**config.mk**
```make
export PLATFORM = sky130hd
export DESIGN_NAME = move_generator
export DESIGN_NICKNAME = d
export VERILOG_FILES = /design/src/rtl/chess_pkg.sv /design/src/rtl/square_eval.sv /design/src/rtl/move_generator.sv
export SDC_FILE = /design/constraint.sdc
export NUM_CORES = 1
export LEC_CHECK = 0
export CAP_MARGIN = 20
export CORE_UTILIZATION = 40
export CTS_CLUSTER_DIAMETER = 50
export CTS_CLUSTER_SIZE = 16
export DETAILED_ROUTE_END_ITERATION = 10
export PLACE_DENSITY = 0.76
export SETUP_SLACK_MARGIN = 0.1
export SLEW_MARGIN = 40
export SYNTH_ARGS = -nofsm -noshare
export SYNTH_HDL_FRONTEND = slang
export SYNTH_SLANG_ARGS = --single-unit
```
**constraint.sdc**
```tcl
create_clock -name clk -period 8.1 [get_ports clk]
set_input_delay 0.81 -clock clk [delete_from_list [all_inputs] [get_ports clk]]
set_output_delay 0.81 -clock clk [all_outputs]
set_load 0.02 [all_outputs]
```
**src/rtl/chess_pkg.sv**
```systemverilog
// Shared piece codes, FSM states and move-offset tables
// for the sequential legal-move generator.
package chess_pkg;

  localparam logic [3:0] PC_EMPTY  = 4'h0;
  localparam logic [3:0] PC_W_ROOK = 4'h4;
  localparam logic [3:0] PC_B_ROOK = 4'hA;

  typedef enum logic [2:0] {
    S_IDLE, S_INIT, S_SLIDE, S_JUMP,
    S_PAWN, S_CASTLE, S_DONE
  } state_e;

  typedef enum logic [2:0] {
    PT_NONE, PT_PAWN, PT_BISHOP, PT_KNIGHT,
    PT_ROOK, PT_QUEEN, PT_KING
  } ptype_e;

  typedef logic signed [3:0] off_t;

  function automatic logic is_white(input logic [3:0] p);
    return (p >= 4'h1) && (p <= 4'h6);
  endfunction

  function automatic logic is_black(input logic [3:0] p);
    return (p >= 4'h7) && (p <= 4'hC);
  endfunction

  function automatic logic is_empty(input logic [3:0] p);
    return p == PC_EMPTY;
  endfunction

  function automatic ptype_e piece_type(input logic [3:0] p);
    if (is_white(p)) return ptype_e'(p[2:0]);
    if (is_black(p)) return ptype_e'(3'(p - 4'h6));
    return PT_NONE;
  endfunction

  // N,E,S,W then NE,SE,SW,NW; north is toward row 0
  function automatic off_t dir_dr(input logic [2:0] i);
    case (i)
      3'd0, 3'd4, 3'd7: return -4'sd1;
      3'd2, 3'd5, 3'd6: return 4'sd1;
      default:          return 4'sd0;
    endcase
  endfunction

  function automatic off_t dir_dc(input logic [2:0] i);
    case (i)
      3'd1, 3'd4, 3'd5: return 4'sd1;
      3'd3, 3'd6, 3'd7: return -4'sd1;
      default:          return 4'sd0;
    endcase
  endfunction

  function automatic off_t kn_dr(input logic [2:0] i);
    case (i)
      3'd0, 3'd1: return -4'sd2;
      3'd2, 3'd3: return -4'sd1;
      3'd4, 3'd5: return 4'sd1;
      default:    return 4'sd2;
    endcase
  endfunction

  function automatic off_t kn_dc(input logic [2:0] i);
    case (i)
      3'd0, 3'd6: return -4'sd1;
      3'd1, 3'd7: return 4'sd1;
      3'd2, 3'd4: return -4'sd2;
      default:    return 4'sd2;
    endcase
  endfunction

endpackage

```
**src/rtl/square_eval.sv**
```systemverilog
// Resolves one candidate square relative to an origin
// and classifies its occupant against the mover colour.
module square_eval
  import chess_pkg::*;
(
  input  logic [5:0]           origin,
  input  logic signed [4:0]    d_row,
  input  logic signed [4:0]    d_col,
  input  logic                 white,
  input  logic [7:0][7:0][3:0] board,
  output logic                 on_board,
  output logic [5:0]           target_idx,
  output logic                 is_empty,
  output logic                 is_enemy
);

  logic signed [5:0] r;
  logic signed [5:0] c;
  logic [3:0]        sq;

  assign r = $signed({3'b000, origin[5:3]})
           + $signed({d_row[4], d_row});
  assign c = $signed({3'b000, origin[2:0]})
           + $signed({d_col[4], d_col});

  assign on_board   = (r[5:3] == 3'b000) &&
                      (c[5:3] == 3'b000);
  assign target_idx = {r[2:0], c[2:0]};
  assign sq         = board[r[2:0]][c[2:0]];
  assign is_empty   = on_board && (sq == PC_EMPTY);
  assign is_enemy   = on_board &&
                      (white ? is_black(sq) : is_white(sq));

endmodule

```
**src/rtl/move_generator.sv**
```systemverilog
// Sequential legal-destination mask generator: one
// candidate square per clock for the lifted piece.
module move_generator
  import chess_pkg::*;
(
  input  logic                 clk,
  input  logic                 rst,
  input  logic                 start,
  input  logic [3:0]           piece,
  input  logic [5:0]           pos,
  input  logic [7:0][7:0][3:0] board,
  input  logic [1:0]           castle_used,
  output logic [63:0]          possible_moves,
  output logic                 busy,
  output logic                 done
);

  state_e      state_q, state_d;
  logic [2:0]  step_q, step_d;
  logic [2:0]  dir_q, dir_d;
  logic [3:0]  piece_q, piece_d;
  logic [5:0]  pos_q, pos_d;
  logic [63:0] mask_q, mask_d;

  ptype_e            ptype;
  logic              white;
  logic [2:0]        sdir;
  logic [2:0]        last_dir;
  logic [3:0]        mag;
  off_t              fwd;
  logic signed [4:0] d_row, d_col;
  logic              on_board, tgt_empty, tgt_enemy;
  logic [5:0]        tgt_idx;
  logic              hit;
  logic [5:0]        hit_idx;
  logic [2:0]        home_row, start_row, mid_row;
  logic [3:0]        own_rook;
  logic              castle_ok, ks_ok, qs_ok, dbl_ok;

  function automatic logic signed [4:0] scale(
    input off_t u, input logic [3:0] m);
    if (u[3]) return -$signed({1'b0, m});
    if (u != 4'sd0) return $signed({1'b0, m});
    return 5'sd0;
  endfunction

  function automatic logic signed [4:0] ext(input off_t u);
    return {u[3], u};
  endfunction

  assign white    = is_white(piece_q);
  assign ptype    = piece_type(piece_q);
  assign sdir     = dir_q | {ptype == PT_BISHOP, 2'b00};
  assign last_dir = (ptype == PT_QUEEN) ? 3'd7 : 3'd3;
  assign mag      = {1'b0, step_q} + 4'd1;
  assign fwd      = white ? -4'sd1 : 4'sd1;

  always_comb begin
    d_row = 5'sd0;
    d_col = 5'sd0;
    unique case (state_q)
      S_SLIDE: begin
        d_row = scale(dir_dr(sdir), mag);
        d_col = scale(dir_dc(sdir), mag);
      end
      S_JUMP: begin
        d_row = ext(ptype == PT_KNIGHT ?
                    kn_dr(dir_q) : dir_dr(dir_q));
        d_col = ext(ptype == PT_KNIGHT ?
                    kn_dc(dir_q) : dir_dc(dir_q));
      end
      S_PAWN: begin
        d_row = ext(fwd);
        unique case (dir_q[1:0])
          2'd1:    d_row = {fwd, 1'b0};
          2'd2:    d_col = -5'sd1;
          2'd3:    d_col = 5'sd1;
          default: ;
        endcase
      end
      default: ;
    endcase
  end

  square_eval u_eval (
    .origin     (pos_q),
    .d_row      (d_row),
    .d_col      (d_col),
    .white      (white),
    .board      (board),
    .on_board   (on_board),
    .target_idx (tgt_idx),
    .is_empty   (tgt_empty),
    .is_enemy   (tgt_enemy)
  );

  assign home_row  = white ? 3'd7 : 3'd0;
  assign own_rook  = white ? PC_W_ROOK : PC_B_ROOK;
  assign castle_ok = (pos_q == {home_row, 3'd4}) &&
                     !(white ? castle_used[0] :
                               castle_used[1]);
  assign ks_ok = castle_ok &&
                 is_empty(board[home_row][3'd5]) &&
                 is_empty(board[home_row][3'd6]) &&
                 (board[home_row][3'd7] == own_rook);
  assign qs_ok = castle_ok &&
                 is_empty(board[home_row][3'd1]) &&
                 is_empty(board[home_row][3'd2]) &&
                 is_empty(board[home_row][3'd3]) &&
                 (board[home_row][3'd0] == own_rook);

  // double push needs the skipped square clear too
  assign start_row = white ? 3'd6 : 3'd1;
  assign mid_row   = white ? 3'd5 : 3'd2;
  assign dbl_ok    = (pos_q[5:3] == start_row) &&
                     is_empty(board[mid_row][pos_q[2:0]]);

  always_comb begin
    state_d = state_q;
    step_d  = step_q;
    dir_d   = dir_q;
    piece_d = piece_q;
    pos_d   = pos_q;
    mask_d  = mask_q;
    hit     = 1'b0;
    hit_idx = tgt_idx;
    unique case (state_q)
      S_IDLE: begin
        if (start) begin
          piece_d = piece;
          pos_d   = pos;
          state_d = S_INIT;
        end
      end
      S_INIT: begin
        mask_d = '0;
        step_d = '0;
        dir_d  = '0;
        unique case (ptype)
          PT_BISHOP, PT_ROOK,
          PT_QUEEN:          state_d = S_SLIDE;
          PT_KNIGHT, PT_KING: state_d = S_JUMP;
          PT_PAWN:           state_d = S_PAWN;
          default:           state_d = S_DONE;
        endcase
      end
      S_SLIDE: begin
        if (tgt_empty) begin
          hit    = 1'b1;
          step_d = step_q + 3'd1;
        end else begin
          hit    = tgt_enemy;
          step_d = '0;
          if (dir_q == last_dir) state_d = S_DONE;
          else dir_d = dir_q + 3'd1;
        end
      end
      S_JUMP: begin
        hit   = tgt_empty || tgt_enemy;
        dir_d = dir_q + 3'd1;
        if (dir_q == 3'd7) begin
          state_d = (ptype == PT_KING) ?
                    S_CASTLE : S_DONE;
        end
      end
      S_PAWN: begin
        unique case (dir_q[1:0])
          2'd0:    hit = tgt_empty;
          2'd1:    hit = tgt_empty && dbl_ok;
          default: hit = tgt_enemy;
        endcase
        dir_d = dir_q + 3'd1;
        if (dir_q[1:0] == 2'd3) begin
          dir_d   = '0;
          state_d = S_DONE;
        end
      end
      S_CASTLE: begin
        if (dir_q[0]) begin
          hit     = qs_ok;
          hit_idx = {home_row, 3'd2};
          dir_d   = '0;
          state_d = S_DONE;
        end else begin
          hit     = ks_ok;
          hit_idx = {home_row, 3'd6};
          dir_d   = 3'd1;
        end
      end
      S_DONE:  state_d = S_IDLE;
      default: state_d = S_IDLE;
    endcase
    if (hit) mask_d = mask_d | (64'd1 << hit_idx);
  end

  always_ff @(posedge clk or negedge rst) begin
    if (!rst) begin
      state_q <= S_IDLE;
      step_q  <= '0;
      dir_q   <= '0;
      piece_q <= '0;
      pos_q   <= '0;
      mask_q  <= '0;
    end else begin
      state_q <= state_d;
      step_q  <= step_d;
      dir_q   <= dir_d;
      piece_q <= piece_d;
      pos_q   <= pos_d;
      mask_q  <= mask_d;
    end
  end

  assign possible_moves = mask_q;
  assign busy           = (state_q != S_IDLE);
  assign done           = (state_q == S_DONE);

endmodule

```
==> flow_summary_export.csv <==
group,metric,value,unit
status,outcome,"complete, no violations",
routing,routedWlPerCell,24.6,um
finish,fillers,1599,
critical_path,max_stage_delay,1040,ps
placed_design,placed_cells,1403,
floorplan,start_util,41.3,%
critical_path,path_cells,"inv_1 -> ha_1 -> nor4bb_1 -> a211o_1 -> a211o_1 -> nand2_1 -> o221ai_1 -> ha_4 -> inv_1 -> fa_4 -> buf_12 -> buf_16 -> mux4_2 -> mux4_1 -> nor2b_1 -> a221oi_4 -> nand4_1 -> nor3_4 -> o31ai_4 -> buf_4 -> o31ai_1",
logic_synthesis,synth.distinct_cells,81,
logic_synthesis,synth_area,7830,um^2
timing,fin_crit,7040,ps
timing,fmax,142,MHz
critical_path,crit_family,"adder cells",
global_route,grt_use_total,34.9,%
clock_network,postCtsSetupBuffers,0,
logic_synthesis,syn_inst,857,
timing,tightest_slew,828,ps
critical_path,ff2ff_path_depth,21,
critical_path,cp_num_cells,21,
global_route,grt_pass1_wl,51700,um
finish,regArea,2080,um^2
floorplan,die_area,20100,um^2
routing,drt-initial-drc-count,931,
routing,dr.pass1.iters,5,
timing,rsz0062_at_grt,"no",
floorplan,die_h,142,um
min_path,min_path_type,"reg2reg",
floorplan,coreArea,19000,um^2
critical_path,critPathBufInv,5,
critical_path,cp-start-kind,"flip-flop",
routing,ant_nets,0,
routing,num_vias,8987,
finish,multiInputGateArea,5390,um^2
logic_synthesis,yosys_register_bits,83,
placed_design,portBuffers,336,
clock_network,clkTransAtPathRegs,80,ps
logic_synthesis,synthTopCellsByArea,"dfrtp_1 27%, mux4_2 15%, nand2_1 7.5%",
global_route,grt_pass1_vias,8492,
timing,fin_tns_setup,0,ps
critical_path,critPathArrivalTime,7280,ps
routing,drc,0,
finish,final_common_cell,"clkdlybuf4s50_1",
clock_network,cts_resized,0,
clock_network,cts.sinks,83,
timing,hold_viol,0,
clock_network,hold_buffers,0,
finish,instances_no_fill,1422,
routing,wirelength,34900,um
placed_design,hpwl,28300,um
finish,areaGrowthSynthToFinish,49.1,%
clock_network,cts.path.max_buffers,2,
timing,slew_headroom,44.4,%
clock_network,clk_latency,350,ps
floorplan,fp.dieW,142,um
logic_synthesis,seq_area_frac_synth,26.5,%
timing,slew_violations,0,
timing,setup_viol,0,
critical_path,worstPathRequired,8340,ps
placed_design,pre_cts_ws,1140,ps
critical_path,cp_max_fo,42,
placed_design,globalplace.congestion,1.00,
global_route,grt_overflow,0,
logic_synthesis,syn_nets,1146,
logic_synthesis,synth_top_area_share,26.5,%
logic_synthesis,yosysWarnings,0,
clock_network,cts_max_level,3,
logic_synthesis,postSynth.asyncResetShare,100,%
logic_synthesis,synth-edff-count,0,
floorplan,io_pins,337,
logic_synthesis,synth_flop_cell,"dfrtp_1",
timing,finalCritPeriodShare,87.0,%
routing,viasPerCell,6.32,
logic_synthesis,yosys.area.top_type,"dfrtp_1",
global_route,antenna_found_initial,3,
critical_path,criticalPathCategory,"reg2reg",
finish,nets,1443,
finish,drive_above_1_share,10.2,%
timing,fin_ws,1060,ps
min_path,holdPathStages,2,
global_route,grt_max_degree,84,
floorplan,rows,50,
logic_synthesis,syn_avg_cell_area,9.14,um^2
timing,finalClockSkew,8.64,ps
clock_network,cts_root_buf,"clkbuf_16",
critical_path,cpMaxStageDelayCell,"fa_4",
clock_network,cts_tree,"done",
critical_path,crit_path_end_kind,"flip-flop",
clock_network,cts_buffers,9,
finish,mostFrequentLayoutCells,"335 x clkdlybuf4s50_1, 156 x nand2_1, 83 x dfrtp_1",
job,max_cap_violations,0,
worst min-delay path: stages, from the launching register on:
cell     delay, ps
dfrtp_1        350
nand2_1         50
o31ai_1         50
state kept, by name (all words and copies together), names as in the netlist:
signal          flops
possible_moves     64
pos_q               6
piece_q             4
dir_q               3
state_q             3
step_q              3
area by class of cell:
type	count	area share, %
clock inverters	7	0.696
flip-flops and latches	83	17.8
diodes	3	0.0643
multi-input cells	690	46.1
repair buffers	349	29.9
well taps	260	2.79
clock buffers	9	1.93
inverters	21	0.675
synth_stat cells (16+ instances only):
library cell  instances
nor2_1               48
nor4_1               25
a21oi_1              25
dfrtp_1              83
buf_2                18
mux2i_1              29
o21ai_0              27
ha_1                 16
o31ai_1              49
mux4_2               53
inv_1                21
nand3_1              36
nand2_1             157
clkbuf_1             30
cell families (layout without fill, tap and decap cells):
family	count (synthesis)	after routing	synth area share [%]
mux	100	100	22.1
compound gates	201	201	19.1
xor+xnor	7	7	1.12
flops	83	83	26.5
other cells	0	3	0
simple gates	364	364	22.8
buf+inv	84	386	5.32
fa+ha+maj	18	18	3.07
through the flow:
| stage | area [um^2] | hold WS, ps | utilization, % |
|---|---|---|---|
| after floorplan | 7830 | 514 | - |
| after global placement | 11300 | 460 | 59.6 |
| after detailed placement | 11400 | 466 | 59.9 |
| after CTS | 11700 | 481 | 61.6 |
| after global routing | 11700 | 494 | 61.6 |
| final | 11700 | 478 | 61.6 |
per-layer routing:
layer | part of all wire [%] | GRT usage [%]
met5 | 0 | 0
met4 | 4.7 | 15.9
met3 | 8.0 | 5.16
met2 | 48 | 57.8
met1 | 39 | 45.1
worst paths after layout:
path	startpoint	endpoint	slack [ps]
hold reg to reg	possible_moves[19]	possible_moves[19]	480
hold / removal	possible_moves[19]	possible_moves[19]	480
min in group asynchronous	rst	possible_moves[41]	500
setup / recovery	piece_q[1]	possible_moves[8]	1060
max in group asynchronous	rst	dir_q[0]	7140
setup reg to reg	piece_q[1]	possible_moves[8]	1060
Power is left out: the tool's default activity adds up to more than one toggle a clock period on the data nets, which glitch-free logic cannot reach.
